==> config.mk <==
export PLATFORM = sky130hd
export DESIGN_NAME = instruction_fetch
export DESIGN_NICKNAME = d
export VERILOG_FILES = /design/src/rtl/legv8_pkg.sv /design/src/rtl/instruction_fetch_program_counter.sv /design/src/rtl/instruction_fetch.sv
export SDC_FILE = /design/constraint.sdc
export NUM_CORES = 1
export LEC_CHECK = 0
export CAP_MARGIN = 20
export CELL_PAD_IN_SITES_DETAIL_PLACEMENT = 1
export CELL_PAD_IN_SITES_GLOBAL_PLACEMENT = 1
export CORE_AREA = 4 4 216 218
export CTS_CLUSTER_DIAMETER = 100
export CTS_CLUSTER_SIZE = 28
export DETAILED_ROUTE_END_ITERATION = 8
export DIE_AREA = 0 0 220 222
export PLACE_DENSITY_LB_ADDON = 0.3
export SLEW_MARGIN = 20
export SYNTH_ARGS = -nofsm -noshare
export SYNTH_HDL_FRONTEND = slang
export SYNTH_SLANG_ARGS = --single-unit
==> constraint.sdc <==
create_clock -name clock -period 2.38 [get_ports clock]
set_clock_uncertainty 0.1 [all_clocks]
set_input_delay 0.238 -clock clock [delete_from_list [all_inputs] [get_ports clock]]
set_output_delay 0.238 -clock clock [all_outputs]
set_load 0.02 [all_outputs]
==> src/rtl/legv8_pkg.sv <==
// rtl/legv8_pkg.sv - shared widths, PC step and fetch state encoding
//
// Purpose: constants shared by the instruction-fetch slice.
//   ADDR_W  : PC / instruction-memory address width
//   INSTR_W : instruction word width
//   PC_INC  : byte distance between consecutive instructions
//   ST_REQ  : fetch FSM, memory request outstanding
//   ST_HOLD : fetch FSM, fetched word buffered while downstream is stalled
package legv8_pkg;

  localparam int ADDR_W  = 64;
  localparam int INSTR_W = 32;
  localparam int PC_INC  = 4;

  typedef logic [0:0] fetch_state_t;

  localparam fetch_state_t ST_REQ  = 1'b0;
  localparam fetch_state_t ST_HOLD = 1'b1;

endpackage

==> src/rtl/instruction_fetch_program_counter.sv <==
// rtl/instruction_fetch_program_counter.sv - PC register with increment and redirect mux
//
// Purpose: holds the fetch PC and chooses its next value.
// Ports:
//   clock    : single clock, rising edge
//   reset    : synchronous active-high, loads RESET_PC
//   advance  : step PC by PC_INC (wraps modulo 2^N)
//   redirect : load target with bits [1:0] cleared; wins over advance
//   target   : redirect address
//   pc       : current PC
module program_counter
  import legv8_pkg::*;
#(
  parameter int            N        = ADDR_W,
  parameter logic [N-1:0]  RESET_PC = '0
) (
  input  logic         clock,
  input  logic         reset,
  input  logic         advance,
  input  logic         redirect,
  input  logic [N-1:0] target,
  output logic [N-1:0] pc
);

  logic [N-1:0] pc_q;
  logic [N-1:0] pc_d;

  always_comb begin
    pc_d = pc_q;
    if (redirect) begin
      // Instructions are word aligned; drop the low address bits.
      pc_d = target & ~(N'(3));
    end else if (advance) begin
      pc_d = pc_q + N'(PC_INC);
    end
  end

  always_ff @(posedge clock) begin
    if (reset) begin
      pc_q <= RESET_PC;
    end else begin
      pc_q <= pc_d;
    end
  end

  assign pc = pc_q;

endmodule

==> src/rtl/instruction_fetch.sv <==
// rtl/instruction_fetch.sv - instruction fetch FSM with stall buffer
//
// Purpose: requests words from instruction memory at the PC and presents them
// to the instruction register, buffering one word while downstream stalls.
// Ports:
//   clock, reset   : single clock, synchronous active-high reset
//   stall          : instruction register cannot accept this cycle
//   branch_taken   : one-cycle redirect request, highest priority
//   branch_target  : redirect address
//   imem_req       : memory read request (REQ state, not in reset)
//   imem_addr      : memory read address, equal to the PC
//   imem_ready     : imem_data valid for imem_addr this cycle
//   imem_data      : returned instruction word
//   ir_D           : instruction for the instruction register D input
//   ir_load        : one-cycle load strobe per delivered instruction
//   pc_out         : address of the instruction on ir_D
module instruction_fetch
  import legv8_pkg::*;
#(
  parameter int           N        = ADDR_W,
  parameter int           IW       = INSTR_W,
  parameter logic [N-1:0] RESET_PC = '0
) (
  input  logic          clock,
  input  logic          reset,
  input  logic          stall,
  input  logic          branch_taken,
  input  logic [N-1:0]  branch_target,
  output logic          imem_req,
  output logic [N-1:0]  imem_addr,
  input  logic          imem_ready,
  input  logic [IW-1:0] imem_data,
  output logic [IW-1:0] ir_D,
  output logic          ir_load,
  output logic [N-1:0]  pc_out
);

  fetch_state_t  state_q, state_d;
  logic [IW-1:0] buf_data_q, buf_data_d;
  logic [N-1:0]  buf_pc_q, buf_pc_d;
  logic [IW-1:0] ir_d_q, ir_d_d;
  logic [N-1:0]  pc_out_q, pc_out_d;
  logic          ir_load_q, ir_load_d;
  logic          pc_advance;
  logic [N-1:0]  pc;

  program_counter #(
    .N        (N),
    .RESET_PC (RESET_PC)
  ) u_pc (
    .clock    (clock),
    .reset    (reset),
    .advance  (pc_advance),
    .redirect (branch_taken),
    .target   (branch_target),
    .pc       (pc)
  );

  always_comb begin
    state_d    = state_q;
    buf_data_d = buf_data_q;
    buf_pc_d   = buf_pc_q;
    ir_d_d     = ir_d_q;
    pc_out_d   = pc_out_q;
    ir_load_d  = 1'b0;
    pc_advance = 1'b0;

    if (branch_taken) begin
      // Redirect squashes whatever is in flight or buffered.
      state_d    = ST_REQ;
      buf_data_d = '0;
      buf_pc_d   = '0;
    end else begin
      case (state_q)
        ST_REQ: begin
          if (imem_ready) begin
            if (!stall) begin
              ir_d_d     = imem_data;
              pc_out_d   = pc;
              ir_load_d  = 1'b1;
              pc_advance = 1'b1;
            end else begin
              buf_data_d = imem_data;
              buf_pc_d   = pc;
              state_d    = ST_HOLD;
            end
          end
        end
        ST_HOLD: begin
          if (!stall) begin
            ir_d_d     = buf_data_q;
            pc_out_d   = buf_pc_q;
            ir_load_d  = 1'b1;
            pc_advance = 1'b1;
            state_d    = ST_REQ;
          end
        end
        default: state_d = ST_REQ;
      endcase
    end
  end

  always_ff @(posedge clock) begin
    if (reset) begin
      state_q    <= ST_REQ;
      buf_data_q <= '0;
      buf_pc_q   <= '0;
      ir_d_q     <= '0;
      pc_out_q   <= '0;
      ir_load_q  <= 1'b0;
    end else begin
      state_q    <= state_d;
      buf_data_q <= buf_data_d;
      buf_pc_q   <= buf_pc_d;
      ir_d_q     <= ir_d_d;
      pc_out_q   <= pc_out_d;
      ir_load_q  <= ir_load_d;
    end
  end

  assign imem_req  = (state_q == ST_REQ) && !reset;
  assign imem_addr = pc;
  assign ir_D      = ir_d_q;
  assign ir_load   = ir_load_q;
  assign pc_out    = pc_out_q;

endmodule

==> flow_summary.toml, run 1 <==
[status]
status = "complete, but fails checks"
failed_checks = "setup timing"

[timing]
min_period_ns = 2.40
fin_ws_ns = -0.0159
fmaxAchievable_mhz = 417
finalCritPeriodShare = 1.01
hold_viol = 0
timing.slew.headroom = 0.458
rsz0062_at_grt = "true"
slew_viol_final = 0
worst_pin_slew_ns = 0.813
setup_viol = 1

[power_and_ir_drop]
p_switching_mw = 2.70
totalPowerFinal_mw = 9.23
internal-power_mw = 6.53
vdd_drop_max_uv = 547
sequentialPowerShare = 0.490
p_per_area_nw_per_um2 = 577
p_comb_frac = 0.184
netSwitchingFraction = 0.292
leakage_nw = 5.26
clkPwrFrac = 0.326

[global_route]
grt_pass1_vias = 11200
grt_usage = 0.170
grt_pass1_wl_um = 65900
grt_max_degree = 104
overflow = 0
antenna_found_initial = 8

[clock_network]
clkLatencyLatePin_ns = 0.52
cts_max_level = 1
cts_tree = "done"
clockBufferDepth = 3
clock-sinks = 252
clockRootBuffer = "clkbuf_16"
clk_pin_slew_worst_paths_ns = 0.10
cts_made_buffers = 15

[synth]
synth_compound_area_frac = 0.169
synth_top_family_by_area = "simple AND/OR/NAND/NOR gates"
ys_types = 48
yosysSeqAreaShare = 0.455
yosysTopAreaCell = "dfxtp_1"
yosysTopAreaCellShare = 0.455
synthArstFlopShare = 0
synth_xor_area_frac = 0.0221
synth_fa_ha_area_frac = 0.00113
netlist_area_um2 = 11100
synth_edf_count = 0
synthMuxAreaShare = 0.0913
synth-main-ff-cell = "dfxtp_1"
yosysWarnings = 0
synth-seq-cells = 252
synth_area_leaders = "dfxtp_1, mux2i_1, nand2_1"
yosysMostFrequentCell = "dfxtp_1"
synth_common_cells = "dfxtp_1, nand2_1, nor2_1, a211oi_1"
synth_cells = 1331
synth_simple_gate_area_frac = 0.215
syn_avg_cell_area_um2 = 8.32

[detailed_routing]
vias = 10800
first_pass_iters = 4
vias_per_cell = 4.83
dr.first_iter.drc_count = 412
antenna_left = 0
routed_wl_um = 43500
wl_per_cell_um = 19.4
drcViolationCount = 0

[floorplanning]
rows = 78
dieArea_um2 = 48800
start_util = 0.247
num_io_pins = 263
core_um2 = 44900
die_height_um = 222
die_x_um = 220

[job]
maxCapViolCount = 0

[placed_design]
portBuffers = 256
place_congestion = 0.785
dpl.cell_count = 2198
dp_hpwl_um = 31000

[setup_path]
crit_required_ns = 2.70
end_kind = "flop"
path_class = "flop to flop"
cp.arrival_ns = 2.72
critPathLaunchType = "flop"
path_max_fanout = 5

[layout]
syn_to_final_growth_pct = 44.3
drive_gt1_frac = 0.144
fin_cells = 2238
final_net_count = 1729

[hold_path]
hold_path.class = "input port to flop"
-- through the flow --
step / util / hold slack (ns) / setup slack (ns) / cell area [µm²] / setup TNS, ns
after floorplan: - / 0.256 / -0.189 / 11200 / -0.681
after global placement: 0.338 / 0.341 / -0.592 / 15200 / -4.24
after detailed placement: 0.338 / 0.349 / -0.577 / 15200 / -5.28
after CTS: 0.352 / 0.138 / -0.0464 / 15800 / -0.162
after global routing: 0.356 / 0.170 / -0.0960 / 16000 / -0.892
final: 0.356 / 0.169 / -0.0159 / 16000 / -0.0159
-- per-layer routing --
layer / vias up / part of all wire / track usage
li1: 5320 / - / -
met1: 5224 / 0.44 / 0.216
met2: 189 / 0.48 / 0.292
met3: 68 / 0.048 / 0.0333
met4: 10 / 0.027 / 0.0462
met5: - / 0.0020 / 0
-- cells in the final DEF (no fill, tap or decap), drive strengths merged, types with 2 or more instances in the layout --
cell type      netlist  layout
nand4               30      30
o21a                 2       2
buf                 25     140
and3                 9       9
nand3               28      28
a21oi              101     101
clkinvlp             0       2
conb                 1       4
a211oi             114     114
and2                 2       2
a211o                2       2
o22ai                2       2
or2                  4       4
clkbuf              96      17
nor4                21      21
a31oi                6       6
nor2               155     155
inv                  5       7
o211ai               3       3
xnor2               10      10
nand2              235     235
o21ai               16      16
or3                 18      18
diode                0       4
or4b                 2       3
a311oi              22      22
xor2                18      18
clkinv               1       3
clkdlybuf4s50        0     255
mux2i              101     101
o31ai                8       8
dfxtp              252     252
nor3                15      15
and4                 3       3
or4                 14      14
-- critical path, cell delays in order, from the launching register on --
cell	delay [ns]
dfxtp_4	0.36
nand4_1	0.15
or3_4	0.44
or4b_4	0.58
or4_1	0.41
a311oi_1	0.26
-- logic make-up after synthesis --
logic type,after synthesis
and+or+nand+nor,537
AOI/OAI and AO/OA,284
DFF,252
buffers and inverters,127
muxes,101
xor gates and xnor gates,28
adders and majority gates,1
other,1
-- area by class of cell --
class | count | area [µm²]
fillers | 5256 | 28900
multi-input cells | 956 | 5770
flip-flops and latches | 252 | 5100
repair buffers | 396 | 3840
well taps | 600 | 751
clock buffers | 17 | 393
clock inverters | 7 | 97.6
inverters | 6 | 23.8
diodes | 4 | 10.0
-- sequential cells by signal, indices dropped and copies added, names as in the netlist --
name,count
buf_data_q,32
buf_pc_q,62
ir_D,32
ir_load,1
pc_out,62
state_q,1
u_pc.pc,62
-- worst paths after layout --
path,startpoint,endpoint,slack (ns),depth (start not counted)
worst max-delay path,u_pc.pc[6],u_pc.pc[39],-0.02,5
worst min register to register,buf_pc_q[29],buf_pc_q[29],0.36,2
worst min-delay path,branch_target[9],u_pc.pc[9],0.17,3
worst max register to register,u_pc.pc[6],u_pc.pc[39],-0.02,5
-- power by group through the flow --
stage | Sequential, mW | Combinational [mW] | Clock (mW)
2_1_floorplan | 4.82 | 0.591 | 0
6_report | 4.52 | 1.70 | 3.01
3_5_place_dp | 4.62 | 1.71 | 0
5_1_grt | 4.55 | 1.84 | 3.28
3_3_place_gp | 4.61 | 1.69 | 0
4_1_cts | 4.53 | 1.72 | 3.15
-- repair_timing --
action | 4_1_cts | 5_1_grt
pin swaps | 10 | 16
endpoints found under the setup margin | 14 | 26
cloned | 0 | 1
gates resized for setup | 15 | 28
buffers inserted | 4 | 7
hold buffers | 1 | 0
endpoints found under the hold margin | 2 | 0
Power figures use the tool's default switching activity.
==> run 2, diff against run 1 <==
--- a/config.mk
+++ b/config.mk
@@ -13,8 +13,9 @@
 export CTS_CLUSTER_SIZE = 28
 export DETAILED_ROUTE_END_ITERATION = 8
 export DIE_AREA = 0 0 220 222
+export HOLD_SLACK_MARGIN = 0.02
 export PLACE_DENSITY_LB_ADDON = 0.3
-export SLEW_MARGIN = 20
+export RECOVER_POWER = 25
 export SYNTH_ARGS = -nofsm -noshare
 export SYNTH_HDL_FRONTEND = slang
 export SYNTH_SLANG_ARGS = --single-unit
==> flow_summary.toml, run 2 (same netlist as run 1, synthesis figures left out) <==
[global_route]
use_met3 = 0.0333
overflow = 0
grt_usage = 0.170
antenna_found_initial = 8
met2_usage = 0.292
busiest_layer = "met2"
use_met1 = 0.216
grt_max_degree = 104
grt_pass1_vias = 11200
grt_pass1_wl_um = 65900

[timing]
min_period_ns = 2.44
finalCritPeriodShare = 1.03
rsz0062_at_grt = "true"
hold_viol = 0
worst_pin_slew_ns = 0.818
fmaxAchievable_mhz = 410
slew_viol_final = 0
setup_viol = 1
fin_ws_ns = -0.0619
timing.slew.headroom = 0.455

[setup_path]
cp_slowest_cell = "dlygate4sd3_1"
path_max_fanout = 5
end_kind = "flop"
setup.worst_path.start = "stall"
path_class = "input port to flop"
crit_chain = "dlygate4sd3_1 -> o21bai_1 -> or3_4 -> or4b_4 -> or4_1 -> a311oi_1"
r2r-start = "u_pc.pc[6]"
critPathLaunchType = "input port"
slowest_delay_ns = 0.60
cp.arrival_ns = 2.76
crit_required_ns = 2.70

[layout]
fin_cells = 2237
fin_util = 0.354
drive_gt1_frac = 0.140
final_cell_area_um2 = 15900
syn_to_final_growth_pct = 43.6
final_common_cell = "clkdlybuf4s50_1"
most-common-layout-cells = "clkdlybuf4s50_1, nand2_1, dfxtp_1"
final_net_count = 1729
fill_cells = 5268

[clock_network]
clkLatencyLatePin_ns = 0.52
cts_made_buffers = 15
cts_tree = "done"
clockRootBuffer = "clkbuf_16"
clockBufferDepth = 3
clock-sinks = 252
clk_pin_slew_worst_paths_ns = 0.10
cts_max_level = 1

[floorplanning]
dieArea_um2 = 48800
die_height_um = 222
die_x_um = 220
num_io_pins = 263
start_util = 0.247
rows = 78
core_um2 = 44900

[detailed_routing]
vias_per_cell = 4.82
vias = 10800
drcViolationCount = 0
antenna_left = 0
dr.first_iter.drc_count = 364
routed_wl_um = 43500
wl_per_cell_um = 19.4
first_pass_iters = 4

[job]
maxCapViolCount = 0

[status]
failed_checks = "setup timing"
status = "complete, but fails checks"

[placed_design]
place_congestion = 0.785
dpl.cell_count = 2198
placed_area_um2 = 15200
dp_hpwl_um = 31000
portBuffers = 256

[power_and_ir_drop]
vdd_drop_max_uv = 547
leakage_nw = 5.23
p_per_area_nw_per_um2 = 579

[hold_path]
min_from = "branch_target[9]"
hold_path.class = "input port to flop"
==> run 2: worst max-delay path, delay by kind of cell <==
| family | cells | cell delay, ns |
|---|---|---|
| AND/OR/NAND/NOR | 3 | 1.44 |
| buffers and inverters | 1 | 0.60 |
| AO/OA/AOI/OAI | 2 | 0.48 |
==> run 2: power breakdown <==
group	total (mW)	internal [mW]	switching [mW]
sequential	4.52	4.40	0.123
combinational	1.68	0.757	0.925
clock	3.00	1.36	1.65
total	9.21	6.52	2.69
==> run 2: final timing paths <==
kind,endpoint,slack [ns],cells after the start
max,u_pc.pc[39],-0.06,6
min,u_pc.pc[9],0.17,3
max reg2reg,u_pc.pc[39],-0.01,5
min reg2reg,buf_pc_q[25],0.36,2
==> run 2: stage by stage <==
stage | setup TNS [ns] | hold slack [ns] | worst slack [ns] | total power, mW
after floorplan | -0.681 | 0.256 | -0.189 | 5.42
after global routing | -1.00 | 0.170 | -0.0960 | 9.66
after detailed placement | -5.28 | 0.349 | -0.577 | 6.33
after global placement | -4.24 | 0.341 | -0.592 | 6.30
final | -0.0619 | 0.170 | -0.0619 | 9.21
after CTS | -0.162 | 0.138 | -0.0464 | 9.39
==> run 2: final cells by class <==
type                            count  area (µm²)  area share
Tap cell                          600         751      0.0472
Multi-Input combinational cell    956        5760       0.362
Clock buffer                       17         393      0.0247
Inverter                            6        23.8     0.00149
Sequential cell                   252        5100       0.321
Clock inverter                      7        97.6     0.00613
Timing Repair Buffer              396        3780       0.237
Antenna cell                        3        7.51    0.000472
==> run 2: repair_timing <==
item	in CTS	in global routing
gates resized for setup	15	28
setup buffers	4	7
hold buffers	1	0
pin swaps	10	16
endpoints found under the setup margin	14	26
endpoints found under the hold margin	2	0
cloned	0	1
==> run 2: layer usage <==
layer	part of all wire	vias up	routed length [µm]
met5	0.0020	-	88
met4	0.027	10	1180
met3	0.046	68	2010
met2	0.48	183	21000
met1	0.44	5216	19200
li1	-	5316	-
==> patch 1, RTL diff (flow settings as in run 2) <==
Set the package constant `ADDR_W` to 68 (it was 64).
--- a/src/rtl/legv8_pkg.sv
+++ b/src/rtl/legv8_pkg.sv
@@ -10,3 +10,3 @@
 
-  localparam int ADDR_W  = 64;
+  localparam int ADDR_W  = 68;
   localparam int INSTR_W = 32;
Ports: changed (resized branch_target, imem_addr and pc_out); port bits go from 263 to 275. The function was not compared with the original's and may differ.
==> patch 1 against run 2 <==
- total power is 3.8% higher
- critical path type is now register to register
- critical path depth is 1 lower
- area after synthesis is 6.6% higher
- sequential cell count is 12 higher
- design area is 3.4% higher
- setup slack better by 0.11 ns
- wire length is 6.5% higher
- largest power group unchanged
==> patch 1: results (changes against run 2) <==
Run status = complete, no violations
Wire per inst = 20.1 um (+3.5%)
Placed cell area = 15900 um^2 (+4.8%)
Port Buffers = 268 (+4.7%)
Leak pwr = 0.00539 uW (+3.1%)
Top post-synthesis cells by area = dfxtp_1 45%, mux2i_1 8.3%, a211oi_1 8.1%
Overflow after GRT = 0 (unchanged)
Max FO, Critical Path = 11 (+6)
GP Congestion = 0.813 (+3.6%)
Vias = 11344 (+5.1%)
Root Buffer = clkbuf_16
First-pass GRT wire length = 70500 um (+7.0%)
Total CTS buffers = 15 (unchanged)
Crit path max-delay family = simple AND/OR/NAND/NOR gates
Most common cell after layout, fill and taps aside = clkdlybuf4s50_1
Vias in the first global route = 11538 (+2.9%)
Post-synth ARST share = 0% (unchanged)
Largest net degree at the start of global routing = 75 (-28%)
Worst-Margin Slew = 0.988 ns (+0.170 ns)
Worst EP arrival = 2.67 ns (-0.09 ns)
Initial drt markers = 500 (+37%)
Post-synth cell types = 57 (+19%)
Pint = 6730 uW (+3.3%)
Final HPWL DP = 33100 um (+6.9%)
Share of layout cells above drive strength 1 = 11.9% (-2.1 points)
Initial antenna violation count = 5 (-3)
Crit-path slowest cell = or4_1
Top post-synthesis cells by count = 264 x dfxtp_1, 239 x nand2_1, 169 x nor2_1
Slowest stage delay, CP = 0.51 ns (-0.09 ns)
Final #Nets = 1801 (+4.2%)
Sequential share of the synthesized area = 44.8% (-0.77 points)
Flop2flop setup slack = 0.05 ns (+0.06 ns)
GRT Util Overall = 18.2% (+1.2 points)
Clock Tree Buf Depth = 3 (unchanged)
Worst VDD drop = 0.000386 V (-29%)
-- patch 1: changes by cell type after synthesis, moves of 8 or more --
| cell | delta |
|---|---|
| a21oi_1 | +9 |
| dfxtp_1 | +12 |
| or3_1 | -9 |
| a211oi_1 | +14 |
| nor4_1 | -8 |
| and4_1 | +8 |
| xnor2_1 | +8 |
| nor2_1 | +14 |
| o21ai_0 | -12 |
-- patch 1: what timing repair did --
| action | CTS | global route |
|---|---|---|
| resized for setup | 3 | 8 |
| cloned | 1 | 0 |
| hold endpoints to repair | 1 | 0 |
| pin swaps | 0 | 3 |
| setup buffers | 0 | 2 |
| hold buffers | 1 | 0 |
| endpoints found under the setup margin | 2 | 12 |
-- patch 1: cell type report --
class | count | area, um^2
flip-flops and latches | 264 | 5320
multi-input cells | 1001 | 5990
diodes | 3 | 7.51
clock buffers | 15 | 375
clock inverters | 6 | 113
inverters | 11 | 41.3
well taps | 600 | 751
fillers | 5264 | 28400
repair buffers | 402 | 3850
-- patch 1: worst paths after layout --
kind,endpoint,depth (start not counted),from
setup / recovery,u_pc.pc[57],5,u_pc.pc[28]
hold / removal,u_pc.pc[52],2,reset
setup reg to reg,u_pc.pc[57],5,u_pc.pc[28]
hold reg to reg,buf_pc_q[14],2,buf_pc_q[14]
-- patch 1: power by group through the flow --
stage          registers (uW)  clock network (uW)  logic [uW]
3_3_place_gp             4840                   0        1780
4_1_cts                  4750                3180        1820
5_1_grt                  4770                3330        1900
6_report                 4740                3040        1770
2_1_floorplan            5070                   0         607
3_5_place_dp             4850                   0        1800
-- patch 1: stage by stage --
step | utilization, % | cells | TNS, ns | setup slack (ns) | hold slack (ns)
finish | 36.6 | 2302 | 0 | 0.0481 | 0.0848
global route | 36.6 | 2300 | -0.338 | -0.0492 | 0.0732
CTS | 36.7 | 2297 | 0 | 0.0183 | 0.0532
detailed placement | 35.5 | 2274 | -1.86 | -0.227 | 0.347
global placement | 35.5 | 2274 | -0.452 | -0.190 | 0.341
floorplan | - | 1400 | -0.0218 | -0.0109 | 0.274
-- patch 1: worst reg2reg max path, cell delays in order (launching register included) --
cell and delay [ns]:
dfxtp_1 0.41, nand3_2 0.14, or3_4 0.43, or3_4 0.41, or4_1 0.52, a311oi_2 0.26
-- patch 1: routing by layer --
metal  GRT usage (%)  up-vias  part of all wire, %
met1            23.8     5548                   45
met4            4.23        4                  2.0
met5               0        -                0.056
met2            31.1      180                   48
met3            3.29       47                  4.7
li1                -     5565                    -
-- patch 1: logic make-up after synthesis --
kind of cell,Yosys count,share of synthesized area [%]
and+or+nand+nor,566,22.3
xor gates and xnor gates,30,2.23
other,1,0.0318
AOI/OAI and AO/OA,302,17.3
muxes,98,8.31
buffers and inverters,135,4.96
adders and majority gates,1,0.106
DFF,264,44.8
==> patch 2, RTL diff (settings of run 2) <==
Made on the original files. Reset style: asynchronous (`reset`), changed in 2 clocked blocks. Comments in the files are not updated.
--- a/src/rtl/instruction_fetch_program_counter.sv
+++ b/src/rtl/instruction_fetch_program_counter.sv
@@ -37,3 +37,3 @@
 
-  always_ff @(posedge clock) begin
+  always_ff @(posedge clock or posedge reset) begin
     if (reset) begin
--- a/src/rtl/instruction_fetch.sv
+++ b/src/rtl/instruction_fetch.sv
@@ -102,3 +102,3 @@
 
-  always_ff @(posedge clock) begin
+  always_ff @(posedge clock or posedge reset) begin
     if (reset) begin
Formal check against the unedited RTL: differs if reset is asserted again (counterexample within 4 cycles, from zero or initial values and one cycle with reset high); with reset held inactive, the same outputs for 4 cycles.
==> patch 2 against run 2 <==
- total power is 19% higher
- count of clock-buffer cells in the layout is 2 higher
- sequential cell count is 2 higher
- setup slack better by 0.16 ns
- fmax is 7.2% higher
- die area stayed put
- design area is 0.48% higher
- wire length is 3.4% lower
- critical path depth is 1 lower
- register-to-register slack better by 0.11 ns
- non-clock buffer count is 29 lower
- sequential share of layout area is 7.7 points higher
- area after synthesis is 4.4% higher
- critical endpoint is now u_pc.pc[49]
- largest power group unchanged
==> patch 2: results (changes against run 2) <==
Wire per inst = 20.2 um (+3.9%)
Post-synth cell types = 44 (-8.3%)
Top post-synthesis cells by count = 254 x dfrtp_1, 211 x nand2_1, 136 x o21ai_0
Area Overhead vs Synth = 38.3%
Compound-Gate Fraction of Synth Area = 14.7% (-2.2 points)
Antenna diodes = 1 (-2)
Hold Crit Start = branch_target[29]
Share of layout cells above drive strength 1 = 10.4% (-3.5 points)
Post-CTS setup buffers = 0 (-4)
Worst-Margin Slew = 0.905 ns (+0.0866 ns)
Worst EP arrival = 2.63 ns (-0.13 ns)
Leak pwr = 0.00654 uW (+25%)
Clk slew on worst S/H paths = 0.12 ns (+0.02 ns)
GRT Util Overall = 16.9% (-0.029 points)
Sequential share of the synthesized area = 55.0% (+9.4 points)
Run status = complete, no violations
DR WL met2 = 20200 um (-3.8%)
Pre-CTS setup slack = -0.101 ns (+0.476 ns)
Syn Inst Count = 1173 (-12%)
Initial antenna violation count = 2 (-6)
Worst VDD drop = 0.000416 V (-24%)
Top Layer Used = met4
Pint = 7380 uW (+13%)
Seq/total area = 39.8% (+7.7 points)
Final HPWL DP = 29800 um (-3.7%)
Non-CTS buffers = 367 (-7.3%)
M1 WL = 19100 um (-0.20%)
First-pass GRT wire length = 65500 um (-0.54%)
Initial drt markers = 511 (+40%)
GP Congestion = 0.791 (+0.80%)
Placed cell area = 15500 um^2 (+2.0%)
Final #Nets = 1573 (-9.0%)
Post-Synth XOR/XNOR Area = 2.35% (+0.13 points)
DR vias/cell = 4.88 (+1.2%)
Non-clock buffer share = 21.9% (-1.9 points)
Met3 wire length = 1970 um (-1.9%)
Post-synth ARST share = 100% (+100 points)
Flop pwr share = 46.9% (-2.2 points)
Clock buf/inv share = 2.91% (-0.17 points)
Port Buffers = 258 (+0.78%)
Final-layout clock buffer total = 19 (+2)
Nonclk inv count = 8 (+2)
Crit-path slowest cell = or4b_4
Seq_cells = 254 (+0.79%)
Multiplexer share of the synthesized area = 6.54% (-2.6 points)
Switching power = 3540 uW (+31%)
Top post-synthesis cells by area = dfrtp_1 55%, nand2_1 6.9%, mux2i_1 6.1%
Hold-fix buffers at CTS = 2 (+1)
Vias in the first global route = 10849 (-3.2%)
patch 2: changes by cell type after synthesis, moves of 27 or more:
| cell | delta |
|---|---|
| mux2i_1 | -30 |
| a21oi_1 | -86 |
| dfrtp_1 | +254 |
| a31oi_1 | +41 |
| dfxtp_1 | -252 |
| nand2b_1 | +27 |
| nor2_1 | -93 |
| a211oi_1 | -114 |
| a22o_1 | +54 |
| o21ai_0 | +120 |
patch 2: worst paths after layout:
check	cells after the start	endpoint	slack [ns]
hold reg to reg	2	pc_out[39]	0.39
min in group asynchronous	3	pc_out[13]	0.77
setup reg to reg	5	u_pc.pc[49]	0.10
hold / removal	3	u_pc.pc[29]	0.19
max in group asynchronous	4	pc_out[43]	0.29
setup / recovery	5	u_pc.pc[49]	0.10
patch 2: layer usage:
layer  up-vias  global-route usage (%)
li1       4743                       -
met1      5197                    23.0
met2       184                    28.6
met3        35                    3.18
met4         0                    2.71
met5         -                       0
